**src/rtl/filter_pkg.sv**
```systemverilog
`default_nettype none
// ============================================================================
// Module      : filter_pkg
// Description : Shared definitions for the filter arbiter. Provides the
//               particle-pair width and the bit offsets of each field within
//               a pair {ref_id, neighbor_id, r2, dz, dy, dx} (MSB->LSB).
// Revision    : 1.0 - initial release
// ============================================================================
package filter_pkg;

    localparam int DATA_WIDTH_DEF        = 32;
    localparam int PARTICLE_ID_WIDTH_DEF = 20;

    // Total width of one particle pair.
    function automatic int pair_width(input int dw, input int pw);
        return 2 * pw + 4 * dw;
    endfunction

    // Field LSB offsets inside a pair.
    function automatic int dx_lsb(input int dw);
        return 0 * dw;
    endfunction

    function automatic int dy_lsb(input int dw);
        return 1 * dw;
    endfunction

    function automatic int dz_lsb(input int dw);
        return 2 * dw;
    endfunction

    function automatic int r2_lsb(input int dw);
        return 3 * dw;
    endfunction

    function automatic int nbr_id_lsb(input int dw);
        return 4 * dw;
    endfunction

    function automatic int ref_id_lsb(input int dw, input int pw);
        return 4 * dw + pw;
    endfunction

    localparam int PAIR_WIDTH_DEF = pair_width(DATA_WIDTH_DEF, PARTICLE_ID_WIDTH_DEF);

endpackage : filter_pkg
`default_nettype wire

```
**src/rtl/filter_arb_out_fifo.sv**
```systemverilog
`default_nettype none
// ============================================================================
// Module      : filter_arb_out_fifo
// Description : Show-ahead synchronous FIFO holding {filter_id, pair} entries
//               between the arbiter capture stage and the force pipeline.
//               rd_data_o always presents the head entry; a read pops it.
// Ports       : clk, rst (async, active-low), wr_i/wr_data_i (push),
//               rd_i (pop), rd_data_o (head), empty_o, full_o, count_o
// Revision    : 1.0 - initial release
// ============================================================================
module filter_arb_out_fifo #(
    parameter int WIDTH      = 171,
    parameter int DEPTH      = 4,
    parameter int ADDR_WIDTH = 2
) (
    input  logic                  clk,
    input  logic                  rst,
    input  logic                  wr_i,
    input  logic [WIDTH-1:0]      wr_data_i,
    input  logic                  rd_i,
    output logic [WIDTH-1:0]      rd_data_o,
    output logic                  empty_o,
    output logic                  full_o,
    output logic [ADDR_WIDTH:0]   count_o
);

    localparam logic [ADDR_WIDTH-1:0] c_LAST_ADDR = ADDR_WIDTH'(DEPTH - 1);
    localparam logic [ADDR_WIDTH:0]   c_DEPTH     = (ADDR_WIDTH + 1)'(DEPTH);

    logic [WIDTH-1:0]      mem_q [DEPTH];
    logic [ADDR_WIDTH-1:0] wr_ptr_q, wr_ptr_d;
    logic [ADDR_WIDTH-1:0] rd_ptr_q, rd_ptr_d;
    logic [ADDR_WIDTH:0]   count_q, count_d;
    logic                  w_do_wr;
    logic                  w_do_rd;

    assign empty_o   = (count_q == '0);
    assign full_o    = (count_q == c_DEPTH);
    assign count_o   = count_q;
    assign rd_data_o = mem_q[rd_ptr_q];

    assign w_do_wr = wr_i & ~full_o;
    assign w_do_rd = rd_i & ~empty_o;

    always_comb begin
        wr_ptr_d = wr_ptr_q;
        rd_ptr_d = rd_ptr_q;
        count_d  = count_q;
        if (w_do_wr) begin
            wr_ptr_d = (wr_ptr_q == c_LAST_ADDR) ? '0 : wr_ptr_q + ADDR_WIDTH'(1);
        end
        if (w_do_rd) begin
            rd_ptr_d = (rd_ptr_q == c_LAST_ADDR) ? '0 : rd_ptr_q + ADDR_WIDTH'(1);
        end
        case ({w_do_wr, w_do_rd})
            2'b10:   count_d = count_q + (ADDR_WIDTH + 1)'(1);
            2'b01:   count_d = count_q - (ADDR_WIDTH + 1)'(1);
            default: count_d = count_q;
        endcase
    end

    always_ff @(posedge clk or negedge rst) begin
        if (!rst) begin
            wr_ptr_q <= '0;
            rd_ptr_q <= '0;
            count_q  <= '0;
        end else begin
            wr_ptr_q <= wr_ptr_d;
            rd_ptr_q <= rd_ptr_d;
            count_q  <= count_d;
        end
    end

    // Storage needs no reset: an entry is only visible once count covers it.
    always_ff @(posedge clk) begin
        if (w_do_wr) begin
            mem_q[wr_ptr_q] <= wr_data_i;
        end
    end

endmodule : filter_arb_out_fifo
`default_nettype wire

```
**src/rtl/filter_arbiter.sv**
```systemverilog
`default_nettype none
// ============================================================================
// Module      : filter_arbiter
// Description : Round-robin arbiter between NUM_FILTER filter buffers and a
//               single force pipeline. Issues a one-hot read request (sel),
//               captures the addressed pair one cycle later and queues it,
//               with its source filter id, in a small show-ahead FIFO.
//               A credit counter (reserved) covers both in-flight and queued
//               pairs so the FIFO can never overflow.
// Ports       : clk, rst (async, active-low), enable, pair_available,
//               pair_data, sel, out_valid, out_ready, out_pair,
//               out_filter_id, idle
// Revision    : 1.0 - initial release
// ============================================================================
module filter_arbiter
    import filter_pkg::*;
#(
    parameter int DATA_WIDTH          = 32,
    parameter int PARTICLE_ID_WIDTH   = 20,
    parameter int NUM_FILTER          = 8,
    parameter int FILTER_ID_WIDTH     = 3,
    parameter int OUT_FIFO_DEPTH      = 4,
    parameter int OUT_FIFO_ADDR_WIDTH = 2
) (
    input  logic                                                          clk,
    input  logic                                                          rst,
    input  logic                                                          enable,
    input  logic [NUM_FILTER-1:0]                                         pair_available,
    input  logic [NUM_FILTER*pair_width(DATA_WIDTH,PARTICLE_ID_WIDTH)-1:0] pair_data,
    output logic [NUM_FILTER-1:0]                                         sel,
    output logic                                                          out_valid,
    input  logic                                                          out_ready,
    output logic [pair_width(DATA_WIDTH,PARTICLE_ID_WIDTH)-1:0]            out_pair,
    output logic [FILTER_ID_WIDTH-1:0]                                    out_filter_id,
    output logic                                                          idle
);

    localparam int PAIR_WIDTH  = pair_width(DATA_WIDTH, PARTICLE_ID_WIDTH);
    localparam int ENTRY_WIDTH = FILTER_ID_WIDTH + PAIR_WIDTH;

    localparam logic [OUT_FIFO_ADDR_WIDTH:0] c_DEPTH =
        (OUT_FIFO_ADDR_WIDTH + 1)'(OUT_FIFO_DEPTH);
    localparam logic [FILTER_ID_WIDTH-1:0]   c_LAST_ID = FILTER_ID_WIDTH'(NUM_FILTER - 1);

    logic [FILTER_ID_WIDTH-1:0]     rr_ptr_q, rr_ptr_d;
    logic [OUT_FIFO_ADDR_WIDTH:0]   reserved_q, reserved_d;
    logic                           grant_vld_q;
    logic [FILTER_ID_WIDTH-1:0]     grant_id_q;

    logic                           w_can_grant;
    logic [FILTER_ID_WIDTH-1:0]     w_winner;
    int                             w_best_dist;
    int                             w_dist;
    logic                           w_pop;
    logic [PAIR_WIDTH-1:0]          w_cap_pair;
    logic [ENTRY_WIDTH-1:0]         w_fifo_rd_data;
    logic                           w_fifo_empty;
    logic                           w_fifo_full;
    logic [OUT_FIFO_ADDR_WIDTH:0]   w_fifo_count;
    logic                           w_unused_fifo_status;

    // rst gates grants combinationally so sel drops the moment reset asserts,
    // not at the next edge.
    assign w_can_grant = rst & enable & (reserved_q < c_DEPTH) & (|pair_available);

    // Round-robin search: pick the available filter with the smallest
    // forward distance from rr_ptr (wrapping modulo NUM_FILTER).
    always_comb begin
        w_winner    = '0;
        w_best_dist = NUM_FILTER;
        w_dist      = 0;
        for (int i = 0; i < NUM_FILTER; i++) begin
            if (pair_available[i]) begin
                w_dist = i - int'(rr_ptr_q);
                if (w_dist < 0) begin
                    w_dist = w_dist + NUM_FILTER;
                end
                if (w_dist < w_best_dist) begin
                    w_best_dist = w_dist;
                    w_winner    = FILTER_ID_WIDTH'(i);
                end
            end
        end
    end

    always_comb begin
        sel = '0;
        for (int i = 0; i < NUM_FILTER; i++) begin
            sel[i] = w_can_grant && (w_winner == FILTER_ID_WIDTH'(i));
        end
    end

    always_comb begin
        rr_ptr_d = rr_ptr_q;
        if (w_can_grant) begin
            rr_ptr_d = (w_winner == c_LAST_ID) ? '0 : w_winner + FILTER_ID_WIDTH'(1);
        end
    end

    assign w_pop = out_valid & out_ready;

    // A pop in this cycle only frees a credit for the next cycle's grant check.
    always_comb begin
        case ({w_can_grant, w_pop})
            2'b10:   reserved_d = reserved_q + (OUT_FIFO_ADDR_WIDTH + 1)'(1);
            2'b01:   reserved_d = reserved_q - (OUT_FIFO_ADDR_WIDTH + 1)'(1);
            default: reserved_d = reserved_q;
        endcase
    end

    always_ff @(posedge clk or negedge rst) begin
        if (!rst) begin
            rr_ptr_q    <= '0;
            reserved_q  <= '0;
            grant_vld_q <= 1'b0;
            grant_id_q  <= '0;
        end else begin
            rr_ptr_q    <= rr_ptr_d;
            reserved_q  <= reserved_d;
            grant_vld_q <= w_can_grant;
            grant_id_q  <= w_winner;
        end
    end

    // Filter q is valid the cycle after its rdreq, so select it by the
    // registered grant id.
    always_comb begin
        w_cap_pair = '0;
        for (int i = 0; i < NUM_FILTER; i++) begin
            if (grant_id_q == FILTER_ID_WIDTH'(i)) begin
                w_cap_pair = pair_data[i*PAIR_WIDTH +: PAIR_WIDTH];
            end
        end
    end

    filter_arb_out_fifo #(
        .WIDTH      (ENTRY_WIDTH),
        .DEPTH      (OUT_FIFO_DEPTH),
        .ADDR_WIDTH (OUT_FIFO_ADDR_WIDTH)
    ) u_out_fifo (
        .clk       (clk),
        .rst       (rst),
        .wr_i      (grant_vld_q),
        .wr_data_i ({grant_id_q, w_cap_pair}),
        .rd_i      (w_pop),
        .rd_data_o (w_fifo_rd_data),
        .empty_o   (w_fifo_empty),
        .full_o    (w_fifo_full),
        .count_o   (w_fifo_count)
    );

    // The credit counter already prevents overflow, so full/count are spare.
    assign w_unused_fifo_status = w_fifo_full ^ (^w_fifo_count);

    // Outputs read zero whenever nothing is queued, including in reset.
    assign out_valid     = ~w_fifo_empty;
    assign out_pair      = out_valid ? w_fifo_rd_data[PAIR_WIDTH-1:0] : '0;
    assign out_filter_id = out_valid ? w_fifo_rd_data[ENTRY_WIDTH-1:PAIR_WIDTH] : '0;

    assign idle = ~rst | (~(|pair_available) & ~grant_vld_q & w_fifo_empty);

endmodule : filter_arbiter
`default_nettype wire

```
**config.mk**
```make
export PLATFORM = sky130hd
export DESIGN_NAME = filter_arbiter
export DESIGN_NICKNAME = d
export VERILOG_FILES = /design/src/rtl/filter_pkg.sv /design/src/rtl/filter_arb_out_fifo.sv /design/src/rtl/filter_arbiter.sv
export SDC_FILE = /design/constraint.sdc
export NUM_CORES = 1
export LEC_CHECK = 0
export CORE_AREA = 2 2 598 600
export DETAILED_ROUTE_END_ITERATION = 10
export DIE_AREA = 0 0 600 602
export SETUP_SLACK_MARGIN = 0.3
export SLEW_MARGIN = 15
export SYNTH_ARGS = -nofsm -noshare
export SYNTH_HDL_FRONTEND = slang
export SYNTH_HIERARCHICAL = 1
export SYNTH_SLANG_ARGS = --single-unit
export TNS_END_PERCENT = 20
```
**constraint.sdc**
```tcl
create_clock -name clk -period 10.6 [get_ports clk]
set_input_delay 2.12 -clock clk [delete_from_list [all_inputs] [get_ports clk]]
set_output_delay 2.12 -clock clk [all_outputs]
set_load 0.005 [all_outputs]
```
==> impl_results.md, run 1 <==
* Synth unique cells at 77
* CP Capture Type: primary output
* DRC Markers at 0
* Fin cells at 9534
* Max clock buf depth at 4
* H-tree Lvls at 3
* Post-detail-place hpwl at between 300000 and 400000 um
* Final net count at 5940
* Combinational family with the most area after synthesis: multiplexers
* CP required at 8.48 ns
* Mux cell area share after synthesis at 19.5%
* Run status: finished clean
* Top-count cell post-synth: edfxtp_1
* Final period util at 97.6%
* GRT Util Overall at between 20% and 30%
* Drt wl/cell at 41.2 um
* Starting DRT DRC Count at between 4000 and 5000
* Via/cell ratio at ~3.9
* Number of synthesized flops with an enable pin at 684
* Die H at between 600 and 700 um
* Xor/xnor share of the synthesized area at less than 1%
* Seq/Total Area, Yosys at a little over half
* Measured slew at the worst slew-check pin at 1.22 ns
* Synth top area share at 53.4%
* Cell Rows at 219
* Die width at 600 um
* Antenna Violating Nets Remaining at 0
* Post-placement cell count at 9211
* TritonRoute pass-1 iters at 6
* Area share of fa/ha/maj cells after synthesis at 0.755%
* Total Wirelength at 393000 um
* Clk_skew at 0.103 ns
* Fin Hold WS at 0.484 ns
* Slew Viols, Final at 0
* Final core area utilization at 17.9%
* Max VDD drop at 0.199 mV
* PwrDens at 293 nW/um2
* Root buffer cell: clkbuf_16
* Area grow syn2layout at 65.2%
* Hold Crit Class: flop to flop
* Avg Cell Area, Syn at 12.7 um2
* Tmin final at around 10 ns
* Initial antenna violation count at 536
* Initial Util at between 10% and 20%
* Total CTS buffers at 91
* Worst setup margin at 0.251 ns
* Synth Register Bits at between 700 and 800
* Post-synth top flop: edfxtp_1
* Worst r2r path cells at 28
* Port bufs at roughly 1500
* CP most frequent cell: buf_4
* Critical path origin: pair_available[0]
* Synth Area in Compound Gates at 11.6%
* Max Fclk at 0.0966 GHz
* Critical Path End: sel[4]
* Max incr delay on CP at about 0.5 ns
* Crit path max fanout at 5
* CP Class: input port to primary output
* Mapped Cells at 3019
* Max_slew headroom at between 10% and 20%
* WP data arrival at 8.23 ns
* Global-route wire length before repair at 467000 um
* Reg-to-Reg Start: rr_ptr_q[0]
* Largest net degree at the start of global routing at 101
* FF-to-FF setup slack at 3.37 ns
* Clk sink count at 701
* Unrepaired setup endpoints after global routing: true
* Setup violators final at 0
* Fin. Hold Viols at 0
* Net Count, Synth at between 4000 and 5000
* Top cells by count, synth: edfxtp_1 (684), nand2_1 (473), mux4_2 (250)
* Clock Latency Late Sink at 0.85 ns
* Total gr overflow at 0
* Reg2reg end: rr_ptr_q[0]
* Max cap viols at 0
* Clk slew on worst S/H paths at 0.06 ns
* Vias in the first global route at 35000
* Setup WS pre-CTS at -0.456 ns
* Routability Congestion at 1.11
* Leak pwr at ~21 nW
* Core ar. at 355000 um2
* Via count at 37400
* # IOs at roughly 1500
* Proportion of layout cells with a drive suffix above 1 at between 10 and 15%
* Die Area at 361000 um2
* Crit path max-delay cell type: clkdlybuf4s50_1
* Post-Synth Simple-Gate Area at 10.3%
* Cell Area, Synth at 38400 um2
* Largest cells by area after synthesis: edfxtp_1 (53%), mux4_2 (15%), nand2_1 (4.6%), o21ai_0 (3.1%), nor2b_1 (2.9%)
* Worst setup SP type: input port
* CTS tree: done
* Number of synthesis warnings at 6
* Cell taking the most area after synthesis: edfxtp_1
* Asr flop ratio synth at 2.43%
## what timing repair did
item,CTS,global route
pin swaps,8,13
gates resized for setup,17,28
buffers inserted,4,5
endpoints found under the setup margin,8,8
hold buffers,0,0
## power by group
part           total (mW)  switching [mW]  internal, mW
sequential           4.37           0.206          4.16
combinational        11.2            6.86          4.33
clock                3.06            1.30          1.76
total                18.6            8.36          10.3
## metal layers
layer,vias to the layer above,share of wire [%],GRT usage [%]
met5,-,0.39,0
met4,232,6.0,9.88
met3,1098,12,10.1
met2,2706,46,34.6
met1,18500,35,22.4
li1,14900,-,-
## final cells by class
class,instances,area [um2]
antenna,157,393
timing repair buffer,1699,16700
inverter,20,75.1
multi-input combinational,2049,16600
fill,39100,291000
sequential,701,21000
clock buffer,101,2340
tap,4751,5940
clock inverter,56,515
## metrics by stage
stage / power, mW / setup TNS, ns / area (um2)
2_1_floorplan: 9.55 / 0 / 38400
3_3_place_gp: 15.4 / -3.53 / 60000
3_5_place_dp: 15.4 / -3.23 / 60000
4_1_cts: 18.7 / 0 / 62900
5_1_grt: 19.5 / -0.0424 / 63300
6_report: 18.6 / 0 / 63500
## kinds of logic after synthesis
logic type / after synthesis
AOI/OAI and AO/OA: 704
xor gates and xnor gates: 9
DFF: 701
buffers and inverters: 269
muxes: 428
adders and majority gates: 22
and+or+nand+nor: 886
## how the worst min path moves through the flow
stage | start | slack (ns) | to | cells after the start
after floorplan | reserved_q[2] | 0.43 | reserved_q[2] | 1
after global placement | reserved_q[0] | 0.46 | reserved_q[0] | 1
after detailed placement | reserved_q[0] | 0.47 | reserved_q[0] | 1
after CTS | reserved_q[0] | 0.48 | reserved_q[0] | 1
after global routing | reserved_q[0] | 0.51 | reserved_q[0] | 1
final | reserved_q[0] | 0.48 | reserved_q[0] | 1
## worst max-delay path: cells and delay by family
family	cells	cell delay (ns)
muxes	2	0.61
buffers and inverters	5	1.14
adders and majority gates	4	1.11
AOI/OAI and AO/OA	11	2.34
and+or+nand+nor	8	0.88
## sequential cells by signal, indices dropped and copies added (netlist names)
signal / flops
u_out_fifo/count_o: 3
u_out_fifo/mem_q: 684
reserved_q: 3
grant_id_q: 3
rr_ptr_q: 3
u_out_fifo/wr_ptr_q: 2
grant_vld_q: 1
u_out_fifo/rd_ptr_q: 2
## cell usage in the layout (no fill, tap or decap), types with 103 or more instances in the layout
cell / Yosys / layout
clkdlybuf4s50_1: 0 / 1531
edfxtp_1: 684 / 684
nand2_1: 473 / 467
mux4_2: 250 / 250
o21ai_0: 241 / 236
nor2b_1: 181 / 176
nor2_1: 171 / 170
diode_2: 0 / 157
buf_4: 2 / 155
a21oi_1: 145 / 140
mux2i_1: 104 / 103
Note: power is estimated with default switching activity, not from simulation.
==> run 2: changes to the inputs <==
--- a/config.mk
+++ b/config.mk
@@ -14,4 +14,4 @@
 export SYNTH_HDL_FRONTEND = slang
 export SYNTH_HIERARCHICAL = 1
 export SYNTH_SLANG_ARGS = --single-unit
-export TNS_END_PERCENT = 20
+export TNS_END_PERCENT = 100
==> impl_results.md, run 2 (same netlist as run 1, synthesis figures left out) <==
* Run status: finished clean (unchanged)
* Global-route wire length before repair at 467000 um (unchanged)
* Drt wl/cell at 41.2 um (about the same)
* Wire length on met2 at 183000 um (was 182000 um)
* Leak pwr at 20.9 nW (was 20.8 nW)
* PwrDens at 296 nW/um2 (was 293 nW/um2)
* Final net count at 5942 (was 5940)
* Die H at 602 um (unchanged)
* DRC Markers at 0 (unchanged)
* Max Fclk at 0.0990 GHz (was 0.0966 GHz)
* GRT Util Overall at 21.0% (unchanged)
* Tmin final at 10.10 ns (was 10.35 ns)
* Worst setup SP type: input port (unchanged)
* Max clock buf depth at 4 (unchanged)
* H-tree Lvls at 3 (unchanged)
* Post-detail-place hpwl at 337000 um (unchanged)
* Met1 WL at 139000 um (was 138000 um)
* Unrepaired setup endpoints after global routing: false (was true)
* Proportion of layout cells with a drive suffix above 1 at 15.0% (was 14.9%)
* Total Wirelength at 394000 um (was 393000 um)
* Fillers at 39100 (about the same)
* TritonRoute pass-1 iters at 5 (was 6)
* Initial antenna violation count at 536 (unchanged)
* Cell Rows at 219 (unchanged)
* Max VDD drop at 0.213 mV (was 0.199 mV)
* Total CTS buffers at 91 (unchanged)
* Max incr delay on CP at 0.34 ns (was 0.50 ns)
* Via/cell ratio at 3.93 (about the same)
* # IOs at 1537 (unchanged)
* Setup WS pre-CTS at -0.456 ns (unchanged)
* Port bufs at 1536 (unchanged)
* CP most frequent cell: buf_4 (unchanged)
* Initial Util at 10.8% (unchanged)
* Largest net degree at the start of global routing at 101 (unchanged)
* Die width at 600 um (unchanged)
* Routability Congestion at 1.11 (unchanged)
* CP required at 8.48 ns (about the same)
* WP data arrival at 7.98 ns (was 8.23 ns)
* Measured slew at the worst slew-check pin at 1.09 ns (was 1.22 ns)
* Total gr overflow at 0 (unchanged)
* Most common cell after layout, fill and taps aside: clkdlybuf4s50_1 (unchanged)
* Clk slew on worst S/H paths at 0.05 ns (was 0.06 ns)
* Clk sink count at 701 (unchanged)
* Fin. Hold Viols at 0 (unchanged)
* CTS tree: done (unchanged)
* Final TNS setup at 0 ns (unchanged)
* Crit path max fanout at 5 (unchanged)
* Via count at 37600 (was 37400)
* Area grow syn2layout at 65.6% (was 65.2%)
* Vias in the first global route at 35000 (unchanged)
* Met3 wire len at 46500 um (was 47500 um)
* Largest register FFs at 684 (unchanged)
* Final period util at 95.3% (was 97.6%)
* Worst setup margin at 0.498 ns (was 0.251 ns)
* Max_slew headroom at 27.2% (was 18.1%)
* Setup violators final at 0 (unchanged)
* Fin Hold WS at 0.486 ns (was 0.484 ns)
* Starting DRT DRC Count at 4421 (was 4436)
* Highest routed layer: met5 (unchanged)
* Die Area at 361000 um2 (unchanged)
* Slew Viols, Final at 0 (unchanged)
* Most frequent cells in the layout: clkdlybuf4s50_1 (1526), edfxtp_1 (684), nand2_1 (467), mux4_2 (250), o21ai_0 (235) (was clkdlybuf4s50_1 (1531), edfxtp_1 (684), nand2_1 (467), mux4_2 (250), o21ai_0 (236))
* CP Capture Type: primary output (unchanged)
* Crit path max-delay cell type: a221oi_4 (was clkdlybuf4s50_1)
* Max cap viols at 0 (unchanged)
* Antenna Violating Nets Remaining at 0 (unchanged)
* Clk_skew at 0.101 ns (was 0.103 ns)
* CP Class: input port to primary output (unchanged)
* Top reg by flops: u_out_fifo/mem_q (unchanged)
* Root buffer cell: clkbuf_16 (unchanged)
* Hold Crit Class: flop to flop (unchanged)
* Core ar. at 355000 um2 (unchanged)
* # hold bufs at CTS at 0 (unchanged)
* Clock Latency Late Sink at 0.84 ns (was 0.85 ns)
-- run 2: worst paths after layout --
kind | start | to | slack [ns] | depth (start not counted)
min | reserved_q[0] | reserved_q[0] | 0.49 | 1
min in group asynchronous | rst | grant_id_q[2] | 1.72 | 2
min reg2reg | reserved_q[0] | reserved_q[0] | 0.49 | 1
max | pair_available[0] | sel[3] | 0.50 | 32
max in group asynchronous | rst | grant_id_q[1] | 8.58 | 2
max reg2reg | rr_ptr_q[0] | rr_ptr_q[0] | 3.42 | 30
-- run 2: worst max-delay path, delay by kind of cell --
family	cells	cell delay [ns]
AOI/OAI and AO/OA	12	2.29
buffers and inverters	7	1.15
adders and majority gates	5	1.15
and+or+nand+nor	6	0.64
muxes	2	0.63
-- run 2: timing repair --
| item | in CTS | in global routing |
|---|---|---|
| endpoints found under the hold margin | 0 | 0 |
| pin swaps | 8 | 19 |
| resized for setup | 18 | 48 |
| endpoints found under the setup margin | 8 | 8 |
| buffers inserted | 4 | 7 |
-- run 2: final cells by class --
type	count	area, um2	area share (%)
Antenna cell	171	428	0.672
Clock buffer	101	2340	3.67
Clock inverter	56	515	0.810
Inverter	20	75.1	0.118
Multi-Input combinational cell	2049	16600	26.1
Sequential cell	701	21000	33.0
Tap cell	4751	5940	9.34
Timing Repair Buffer	1701	16700	26.3
-- run 2: per-layer routing --
metal | vias to the layer above | GRT usage, %
met4 | 226 | 9.88
met5 | - | 0
met2 | 2664 | 34.6
li1 | 14900 | -
met1 | 18700 | 22.4
met3 | 1086 | 10.1
-- run 2: power by group --
group / internal, mW / total [mW] / switching, mW
Clock: 1.76 / 3.06 / 1.30
Sequential: 4.16 / 4.37 / 0.206
Combinational: 4.44 / 11.4 / 6.95
Total: 10.4 / 18.8 / 8.45
-- run 2: stage by stage --
step	instances	util (%)	power, mW	instance area, um2
finish	9550	17.9	18.8	63600
global placement	9211	16.9	15.4	60000
detailed placement	9211	16.9	15.4	60000
CTS	9372	17.7	18.7	62900
floorplan	3019	-	9.55	38400
global route	9455	17.9	19.7	63400
